==> src/rtl/fpadd_arbiter_pkg.sv <==
// Shared constants for the fpadd arbiter and the fpadd unit it fronts:
// default datapath width/latency and the exception-flag encodings.
package fpadd_arbiter_pkg;

    localparam int DWIDTH_DEF = 32;
    localparam int LAT_DEF    = 5;
    localparam int FEX_W      = 3;

    localparam logic [FEX_W-1:0] FEX_OK   = 3'b000;
    localparam logic [FEX_W-1:0] FEX_INV  = 3'b001;
    localparam logic [FEX_W-1:0] FEX_UNF  = 3'b010;
    localparam logic [FEX_W-1:0] FEX_OVF  = 3'b100;
    localparam logic [FEX_W-1:0] FEX_LOST = 3'b111;

endpackage

==> src/rtl/fpadd_result_fifo.sv <==
// Synchronous first-word-fall-through FIFO holding completed fpadd results.
// Ports: clk, rst (sync, active-high), push/din, pop/dout, empty.
module fpadd_result_fifo
    import fpadd_arbiter_pkg::*;
#(
    parameter int WIDTH = DWIDTH_DEF + FEX_W + 2,
    parameter int DEPTH = 8
) (
    input  logic             clk,
    input  logic             rst,
    input  logic             push,
    input  logic [WIDTH-1:0] din,
    input  logic             pop,
    output logic [WIDTH-1:0] dout,
    output logic             empty
);

    localparam int AW = $clog2(DEPTH);

    // Extra MSB on each pointer separates full from empty.
    logic [AW:0]      wr_ptr;
    logic [AW:0]      rd_ptr;
    logic [WIDTH-1:0] mem [DEPTH];
    logic             do_pop;

    assign empty  = (wr_ptr == rd_ptr);
    assign do_pop = pop & ~empty;
    assign dout   = mem[rd_ptr[AW-1:0]];

    always_ff @(posedge clk) begin
        if (rst) begin
            wr_ptr <= '0;
            rd_ptr <= '0;
        end else begin
            if (push)
                wr_ptr <= wr_ptr + 1'b1;
            if (do_pop)
                rd_ptr <= rd_ptr + 1'b1;
        end
    end

    always_ff @(posedge clk) begin
        if (push)
            mem[wr_ptr[AW-1:0]] <= din;
    end

endmodule

==> src/rtl/fpadd_arbiter.sv <==
// Round-robin front end sharing one pipelined fpadd among NREQ requesters.
// Ports: req_valid/ready/a/b per requester, resp_* valid/ready result port,
// fp_* to/from the adder, busy (work outstanding), err_tag (sticky).
module fpadd_arbiter
    import fpadd_arbiter_pkg::*;
#(
    parameter int DWIDTH     = DWIDTH_DEF,
    parameter int NREQ       = 4,
    parameter int IDW        = 2,
    parameter int LAT        = LAT_DEF,
    parameter int FIFO_DEPTH = 8
) (
    input  logic                   clk,
    input  logic                   rst,
    input  logic [NREQ-1:0]        req_valid,
    output logic [NREQ-1:0]        req_ready,
    input  logic [NREQ*DWIDTH-1:0] req_a,
    input  logic [NREQ*DWIDTH-1:0] req_b,
    output logic                   resp_valid,
    input  logic                   resp_ready,
    output logic [DWIDTH-1:0]      resp_sum,
    output logic [FEX_W-1:0]       resp_fex,
    output logic [IDW-1:0]         resp_id,
    output logic                   fp_valid,
    output logic [DWIDTH-1:0]      fp_a,
    output logic [DWIDTH-1:0]      fp_b,
    input  logic [DWIDTH-1:0]      fp_sum,
    input  logic [FEX_W-1:0]       fp_fex,
    input  logic                   fp_done,
    output logic                   busy,
    output logic                   err_tag
);

    localparam int CW = $clog2(FIFO_DEPTH) + 1;
    localparam int GW = $clog2(LAT + 2);
    localparam int EW = DWIDTH + FEX_W + IDW;

    logic [IDW-1:0]    rr_ptr;
    logic [IDW-1:0]    winner;
    logic [IDW-1:0]    fp_id;
    logic [NREQ-1:0]   grant;
    logic              found;
    logic              can_issue;
    logic              hs;
    logic              pop;
    logic [DWIDTH-1:0] win_a;
    logic [DWIDTH-1:0] win_b;
    logic [CW-1:0]     credits;
    logic [GW-1:0]     guard;
    logic [LAT-1:0]    tag_v;
    logic [IDW-1:0]    tag_id [LAT];
    logic              exit_v;
    logic [IDW-1:0]    exit_id;
    logic [EW-1:0]     push_data;
    logic [EW-1:0]     head;
    logic              empty;

    // Scan upward from rr_ptr with wrap; first valid requester wins.
    always_comb begin
        grant  = '0;
        found  = 1'b0;
        winner = '0;
        for (int k = 0; k < NREQ; k++) begin
            if (!found && req_valid[(int'(rr_ptr) + k) % NREQ]) begin
                found  = 1'b1;
                winner = IDW'((int'(rr_ptr) + k) % NREQ);
                grant[(int'(rr_ptr) + k) % NREQ] = 1'b1;
            end
        end
    end

    assign win_a = req_a[int'(winner)*DWIDTH +: DWIDTH];
    assign win_b = req_b[int'(winner)*DWIDTH +: DWIDTH];

    // A credit is held from issue until the result leaves the FIFO,
    // so a push can never find the FIFO full.
    assign can_issue = (credits < CW'(FIFO_DEPTH)) && (guard == '0);
    assign req_ready = grant & {NREQ{can_issue}};
    assign hs        = found & can_issue;

    assign exit_v  = tag_v[LAT-1];
    assign exit_id = tag_id[LAT-1];

    // A tag without fp_done still yields an entry so the credit returns.
    assign push_data = fp_done ? {fp_sum, fp_fex, exit_id}
                               : {{DWIDTH{1'b0}}, FEX_LOST, exit_id};

    assign resp_valid = ~empty;
    assign pop        = resp_valid & resp_ready;
    assign {resp_sum, resp_fex, resp_id} = head;
    assign busy       = (credits != '0);

    always_ff @(posedge clk) begin
        if (rst) begin
            fp_valid <= 1'b0;
            fp_a     <= '0;
            fp_b     <= '0;
            fp_id    <= '0;
            rr_ptr   <= '0;
            credits  <= '0;
            guard    <= GW'(LAT + 1);
            tag_v    <= '0;
            err_tag  <= 1'b0;
        end else begin
            fp_valid <= hs;
            if (hs) begin
                fp_a   <= win_a;
                fp_b   <= win_b;
                fp_id  <= winner;
                rr_ptr <= (winner == IDW'(NREQ - 1)) ? '0 : winner + 1'b1;
            end

            // Covers adder ops that were in flight when rst hit.
            if (guard != '0)
                guard <= guard - 1'b1;

            tag_v[0]  <= fp_valid;
            tag_id[0] <= fp_id;
            for (int k = 1; k < LAT; k++) begin
                tag_v[k]  <= tag_v[k-1];
                tag_id[k] <= tag_id[k-1];
            end

            case ({hs, pop})
                2'b10:   credits <= credits + 1'b1;
                2'b01:   credits <= credits - 1'b1;
                default: ;
            endcase

            if (exit_v && !fp_done)
                err_tag <= 1'b1;
            if (!exit_v && fp_done && guard == '0)
                err_tag <= 1'b1;
        end
    end

    fpadd_result_fifo #(
        .WIDTH (EW),
        .DEPTH (FIFO_DEPTH)
    ) u_fifo (
        .clk   (clk),
        .rst   (rst),
        .push  (exit_v),
        .din   (push_data),
        .pop   (pop),
        .dout  (head),
        .empty (empty)
    );

endmodule
==> config.mk <==
export PLATFORM = sky130hd
export DESIGN_NAME = fpadd_arbiter
export DESIGN_NICKNAME = d
export VERILOG_FILES = /design/src/rtl/fpadd_arbiter_pkg.sv /design/src/rtl/fpadd_result_fifo.sv /design/src/rtl/fpadd_arbiter.sv
export SDC_FILE = /design/constraint.sdc
export NUM_CORES = 1
export LEC_CHECK = 0
export ABC_AREA = 0
export ABC_CLOCK_PERIOD_IN_PS = 10990
export BUFFER_PORTS_ARGS = -buffer_cell sky130_fd_sc_hd__buf_2
export CAP_MARGIN = 25
export CORE_MARGIN = 5
export CORE_UTILIZATION = 30
export DETAILED_ROUTE_END_ITERATION = 7
export GPL_TIMING_DRIVEN = 1
export PLACE_DENSITY = 0.53
export SLEW_MARGIN = 5
export SYNTH_ARGS = -nofsm -noshare
export SYNTH_HDL_FRONTEND = slang
export SYNTH_HIERARCHICAL = 1
export SYNTH_SLANG_ARGS = --single-unit
==> constraint.sdc <==
create_clock -name clk -period 10.99 [get_ports clk]
set_input_delay 0.5495 -clock clk [delete_from_list [all_inputs] [get_ports clk]]
set_output_delay 0.5495 -clock clk [all_outputs]
set_load 0.01 [all_outputs]
; ---- Word level (Yosys, flattened, before mapping)
; Memories as Yosys holds them, arrays and structs flattened. A register that Yosys moved wholly into a read port is not among the register bits.
; Index checks and enable logic that the tools add are counted.
[word_totals]
ff_bits = 90
mem_bits_rw = 306
inputBits = 299
output_inout_bits = 109
wordCells = 113
n_memories = 2
[classes]
add_sub_neg = 9
n_lt_le_gt_ge = 9
n_eq_ne = 4
shift = 2
mux = 41
bitwise = 11
n_reduce_logical = 24
[memory_table]
columns = name, words, word_bits, read_ports, rd_clocked_by_memory_dff, write_ports, line
row1 = u_fifo.mem, 8, 37, 1, 1, 1, fpadd_result_fifo.sv:23  ; logic [WIDTH-1:0] mem [DEPTH];
row2 = tag_id, 5, 2, 5, 0, 5, fpadd_arbiter.sv:51  ; logic [IDW-1:0] tag_id [LAT];
[op_table]
columns = cell, n
row1 = 128-bit by 8-bit variable part select with 32-bit output, 2
row2 = 37-bit 2-to-1 mux, 1
row3 = 1-bit 2-to-1 mux, 20
row4 = 4-bit 2-to-1 mux, 4
row5 = 4-bit by 1-bit adder with 4-bit output (second input constant), 3
row6 = 3-bit by 4-bit < comparator with 1-bit output (second input constant), 3
row7 = 4-bit bitwise OR, 3
row8 = 1-bit logical AND, 11
row9 = 2-bit 2-to-1 mux, 5
row10 = 3-bit by 1-bit >= comparator with 1-bit output (second input constant), 3
row11 = 1-bit binary-select mux with 2-bit select, 4
row12 = 1-bit demux with 2-bit select, 4
row13 = 4-bit one-hot mux with 2 select lines, 1
row14 = 3-bit 2-to-1 mux, 2
row15 = 2-bit OR reduction, 3
row16 = 1-bit zero test, 5
row17 = 2-bit by 1-bit adder with 2-bit output (second input constant), 2
row18 = 2-bit adder (second input constant), 2
row19 = 4-bit AND, 1
row20 = 2-bit == test (second input constant), 2
row21 = 4-bit == test, 1
row22 = 4-bit < comparator (second input constant), 1
row23 = 2-bit nonzero test, 2
row24 = 4-bit nonzero test, 1
row25 = other kinds (10), 14

; ---- Longest topological paths before layout
[depth]
depth_word = 17
mapped_depth = 13
depth_no_buf = 11

; ---- Modules after synthesis
; The synthesis kept the hierarchy.
[by_module_without_submodules]
columns = mod, instances, cells_each, area_per_inst_um2
row1 = fpadd_result_fifo, 1, 486, 11643.7
row2 = fpadd_arbiter, 1, 860, 8146.6

; ---- Least setup slack after synthesis
; OpenSTA, ideal clock, no wires.
[synth_timing]
path_kind = reg-to-reg
start = register tag_v[4]
end = memory u_fifo/mem[2][0] (netlist name), enable pin
setup_time_ns = 0.477
arrival_ns = 3.097
required_ns = 10.513
slack_ns = 7.416
path_stages_with_launch = 3
period_less_slack_ns = 3.574
cell_sequence = dfxtp_1 > nand2_1 > nor3_1
[synth_via]
elab_chain_len = 2
[synth_lines]
columns = element, line
row1 = from (decl), fpadd_arbiter.sv:50  ; logic [LAT-1:0] tag_v;
row2 = "from (signal, indexed assignment)", fpadd_arbiter.sv:120  ; tag_v[k] <= tag_v[k-1];
row3 = 1-bit 2-to-1 mux, fpadd_result_fifo.sv:43  ; if (push)
row4 = 1-bit 2-to-1 mux (implied by the code), fpadd_result_fifo.sv:44  ; mem[wr_ptr[AW-1:0]] <= din;
row5 = to (decl), fpadd_result_fifo.sv:23
; Every way passes these cells.

; ---- Final worst setup path
[layout_timing]
start = register rr_ptr[0]
end = register fp_a[13]
[layout_via]
elab_chain_len = 13
word_cells_on_any_way = 30
classes_between = add/sub (3) / shift (1) / mux (19) / bitwise (1) / reduce/logical (6)
[layout_lines]
columns = element, line
row1 = from (decl), fpadd_arbiter.sv:38  ; logic [IDW-1:0] rr_ptr;
row2 = from (signal assigned), fpadd_arbiter.sv:110  ; rr_ptr <= (winner == IDW'(NREQ - 1)) ? '0 : winner + 1'b1;
row3 = 2-bit by 1-bit adder with 2-bit output / 1-bit binary-select mux with 2-bit select (equally long branches), "fpadd_arbiter.sv:64, fpadd_arbiter.sv:66"
row4 = 1-bit binary-select mux with 2-bit select / 1-bit 2-to-1 mux (equally long branches), fpadd_arbiter.sv:64  ; if (!found && req_valid[(int'(rr_ptr) + k) % NREQ]) begin
row5 = 1-bit 2-to-1 mux (implied by the code), fpadd_arbiter.sv:64
row6 = 1-bit 2-to-1 mux (implied by the code) / 1-bit zero test (equally long branches), fpadd_arbiter.sv:64
row7 = 1-bit logical AND, fpadd_arbiter.sv:64
row8 = 1-bit 2-to-1 mux, fpadd_arbiter.sv:64
row9 = 1-bit zero test, fpadd_arbiter.sv:64
row10 = 1-bit logical AND, fpadd_arbiter.sv:64
row11 = 1-bit 2-to-1 mux, fpadd_arbiter.sv:64
row12 = 1-bit zero test, fpadd_arbiter.sv:64
row13 = 1-bit logical AND, fpadd_arbiter.sv:64
row14 = 2-bit 2-to-1 mux / 1-bit 2-to-1 mux (equally long branches), fpadd_arbiter.sv:64
row15 = 128-bit by 8-bit variable part select with 32-bit output / 1-bit AND (equally long branches), "fpadd_arbiter.sv:72, fpadd_arbiter.sv:79"
row16 = to (signal assigned), fpadd_arbiter.sv:107  ; fp_a <= win_a;
row17 = to (decl), fpadd_arbiter.sv:25  ; output logic [DWIDTH-1:0] fp_a,
; Parallel ways exist; a longest one is shown, timed or not. The select of a mux whose other input is x is not followed.
; A chain may end at the register's enable or synchronous reset.

==> run metrics <==
result of the run=complete, no violations; Fmax=0.199 GHz; synth-to-layout area growth=21.4%; ys flop type=sky130_fd_sc_hd__edfxtp_1; share of total power in combinational logic=a little under an eighth; Clk Latency, worst-skew pair=around 0.57 ns; Slew Viols, Final=0; Horiz. Die Dim=~270 um; standard cell with the maximum stage delay on the critical path=sky130_fd_sc_hd__buf_4; Net Sw Frac=a little under a quarter; internal power=around 2700 uW; DR WL/cell=approximately 22 um; class of the most critical hold timing path=primary input to flip-flop; proportion of synthesized area in mux cells=a little under a fifth; detailed placement HPWL=~37000 um; Worst R2R Setup Slack=around 6 ns; NetSw=~850 uW; max_slew headroom=between 20% and 30%; die outline area=~0.07 mm^2; share of cells above drive strength 1=about two fifths; Initial Util=between 30% and 40%; portion of the post-synthesis area used by sequential elements=~56%; number of primary I/O pins=approximately 410; largest net degree at the start of global routing=83; chip height=between 200 and 300 um; clock power share=around 43%; Pre-Repair DR Iteration Count=6; master cell of the clock root buffer=sky130_fd_sc_hd__clkbuf_16; final clock period utilization by the worst path=a little under half; critical path start-end classification=flip-flop to flip-flop; most common cell type on the critical path=sky130_fd_sc_hd__buf_4; most instantiated library cell after synthesis=sky130_fd_sc_hd__edfxtp_1; data arrival time of the critical path=between 5 and 6 ns; 1st-iter DRT viols=~1100; hold-fix buffer count after cts=0; post-route design area=about 0.024 mm^2; Worst setup EP type=flip-flop; worst stage delay on the critical path=around 0.86 ns; number of H-tree levels=2; quantity of gates resized following cts=0; most frequent cells after synthesis=sky130_fd_sc_hd__edfxtp_1 (306), sky130_fd_sc_hd__a21oi_1 (147), sky130_fd_sc_hd__dfxtp_1 (93); Setup Buffers After CTS=0; number of nets with antenna violations after detailed routing=0; share of the synthesized area in compound gates (AO/OA/AOI/OAI)=~17%; final worst hold slack=~0.38 ns; Critical Path Fanout Max=between 70 and 80; element type at the critical path start=flip-flop; summed negative setup slack over all endpoints=0 ns; register bit total from synthesis=between 300 and 400; Post-synth ARST share=0%; final weighted congestion of routability-driven global placement=slightly above 0.8; sequence of cells on the critical path=buf_4 -> mux4_2 -> nor2b_4 -> nor2_4 -> buf_4 -> buf_4 -> mux2_2 -> a21oi_1 -> o22ai_2; post-synth design cell area=~0.02 mm^2; share of the synthesized netlist area taken by xor and xnor gates=less than 1%; Final min period=just over 5 ns; number of clock sinks seen by CTS=around 400; DRT Wirelength=57500 um; Inserted Clock Buffers=45; Slew @ Worst Pin=between 1 and 1.5 ns; Final Net Count=about 2000; number of different library cells in the post-synthesis netlist=54; adder and majority cell fraction of the synthesized area=1.05%; total vias in the final route=around 14000; setup repair after global routing missed its margin=false; Row Count=between 90 and 100; number of global-route vias before repair=about 15000; DRC violation count after routing=0; syn nets=between 1500 and 2000; GRT overflow=0; total power after layout=approximately 3600 uW; wire length of the first global-routing pass=between 80000 and 90000 um; input/output buffers=just over 400; dominant combinational cell family by area after synthesis=multiplexers; highest ir drop seen on vdd=~0.1 mV; final worst clock skew=about 0.021 ns; power per cell area=approximately 150 mW/mm^2; top area cells in the synthesized netlist=sky130_fd_sc_hd__edfxtp_1 (46%), sky130_fd_sc_hd__dfxtp_1 (9.4%), sky130_fd_sc_hd__mux4_2 (8.6%), sky130_fd_sc_hd__o22ai_2 (3.8%), sky130_fd_sc_hd__a21oi_1 (3.7%); number of failing hold endpoints at the final stage=0; Leak Pwr=just under 0.009 uW; sequential power share=between 40% and 50%; data required time of the worst path=around 11 ns; proportion of netlist area held by the largest area contributor=between 40% and 50%; CTS clock-pin slew for the worst setup and hold paths=~0.06 ns; Cell Area, Placed=between 0.02 and 0.025 mm^2; number of buffers between clock root and the deepest sink=3; fillers=about 6300; Cells after Synth=between 1000 and 1500; overall track demand over capacity in global routing=roughly 15%; antenna violations before repair=31; Warnings, synthesis=6; max cap viols=0; Final setup violation count=0; core area=0.0656 mm^2; TritonCTS clock tree=built; cell type with the largest total area after synthesis=sky130_fd_sc_hd__edfxtp_1; EDFF count, synth=between 300 and 400; average via count per standard cell=between 5 and 6; simple-gate portion of the synthesized area=about 2.9%; Post-Synthesis Mean Instance Area=roughly 15 um^2
## worst paths after layout
kind	from	end	cells past startpoint
worst min-delay path	req_a[72]	fp_a[8]	4
worst max register to register	rr_ptr[0]	fp_a[13]	9
worst max-delay path	rr_ptr[0]	fp_a[13]	9
worst min register to register	tag_id[0][2]	tag_id[0][4]	0
## flip-flops by register name, indices dropped and copies added (netlist names), named ones only
name and flops:
fp_b 32, u_fifo/rd_ptr 4, tag_v 5, u_fifo/wr_ptr 4, err_tag 1, credits 4
rr_ptr 2, u_fifo/mem 296, tag_id 10, fp_a 32, guard 3, fp_id 2
fp_valid 1
## worst max-delay path: cells and delay by family, from the launching register on
| kind | cells | cell delay (ns) |
|---|---|---|
| DFF | 1 | 0.34 |
| AOI/OAI and AO/OA | 2 | 0.28 |
| buffers and inverters | 3 | 2.23 |
| muxes | 2 | 1.06 |
| and+or+nand+nor | 2 | 0.82 |
## placed cells by master (no fill, tap or decap), types with 3 or more instances in the layout
master                      netlist  final
sky130_fd_sc_hd__o21a_1          65     65
sky130_fd_sc_hd__nor2_1          28     22
sky130_fd_sc_hd__nand2_1         10     10
sky130_fd_sc_hd__ha_1            15     15
sky130_fd_sc_hd__and2_1          33     32
sky130_fd_sc_hd__inv_1           14     13
sky130_fd_sc_hd__a221o_1          4      4
sky130_fd_sc_hd__buf_2           44    407
sky130_fd_sc_hd__mux2i_1         73     73
sky130_fd_sc_hd__o22ai_2         60     60
sky130_fd_sc_hd__clkinv_1         0      6
sky130_fd_sc_hd__mux2_1          45     45
sky130_fd_sc_hd__clkbuf_1        29      6
sky130_fd_sc_hd__mux4_2          76     76
sky130_fd_sc_hd__bufinv_16        0      6
sky130_fd_sc_hd__nor2b_1          7      7
sky130_fd_sc_hd__or3_1            4      4
sky130_fd_sc_hd__a222oi_1        64     64
sky130_fd_sc_hd__xnor2_1          5      5
sky130_fd_sc_hd__nand2b_1         9      9
sky130_fd_sc_hd__edfxtp_1       306    306
sky130_fd_sc_hd__xor2_1           8      8
sky130_fd_sc_hd__a21oi_1        147    146
sky130_fd_sc_hd__dfxtp_1         93     89
sky130_fd_sc_hd__mux2_2          57     57
sky130_fd_sc_hd__clkbuf_16        0     45
sky130_fd_sc_hd__nor2_4           0      7
sky130_fd_sc_hd__buf_4            9     21
sky130_fd_sc_hd__o22ai_1          4      4
sky130_fd_sc_hd__dfxtp_4          0      3
sky130_fd_sc_hd__o21ai_0          8      8
sky130_fd_sc_hd__clkinv_2         0      9
sky130_fd_sc_hd__a22o_1          65     65
sky130_fd_sc_hd__diode_2          0     20
## metal layers
layer / vias up / routed length, um / track usage [%]
li1: 6245 / - / -
met1: 6932 / 22400 / 18.4
met2: 536 / 28500 / 26.2
met3: 104 / 4840 / 5.13
met4: 14 / 1730 / 5.86
met5: - / 86 / 0
## cell families (layout without fill, tap and decap cells)
group | count (synthesis) | count (layout)
compound gates | 431 | 431
fa+ha+maj | 16 | 16
flops | 399 | 399
simple gates | 104 | 104
mux | 251 | 251
other cells | 0 | 20
buf+inv | 131 | 525
xor+xnor | 14 | 14
## layout make-up
type                       instances  area, um^2  share of cell area, %
inverter                          14        52.6                  0.219
clock buffer                      53        1180                   4.89
antenna                           20        50.0                  0.208
clock inverter                    28         322                   1.34
multi-input combinational        816        8030                   33.4
sequential                       399       11100                   46.0
timing repair buffer             430        2250                   9.36
tap                              864        1080                   4.50
## stage by stage
stage | setup slack [ns] | cells | utilization (%)
2_1_floorplan | 7.42 | 1346 | -
3_3_place_gp | 5.98 | 2521 | 34.2
3_5_place_dp | 5.89 | 2523 | 34.3
4_1_cts | 5.89 | 2604 | 36.5
5_1_grt | 5.63 | 2622 | 36.6
6_report | 5.95 | 2624 | 36.6
## power by group through the flow
stage	clock [uW]	combinational (uW)	sequential, uW
4_1_cts	1570	415	1640
3_3_place_gp	0	399	1670
2_1_floorplan	0	292	1670
6_report	1520	415	1640
5_1_grt	1640	453	1640
3_5_place_dp	0	412	1670
Power figures use the tool's default switching activity.
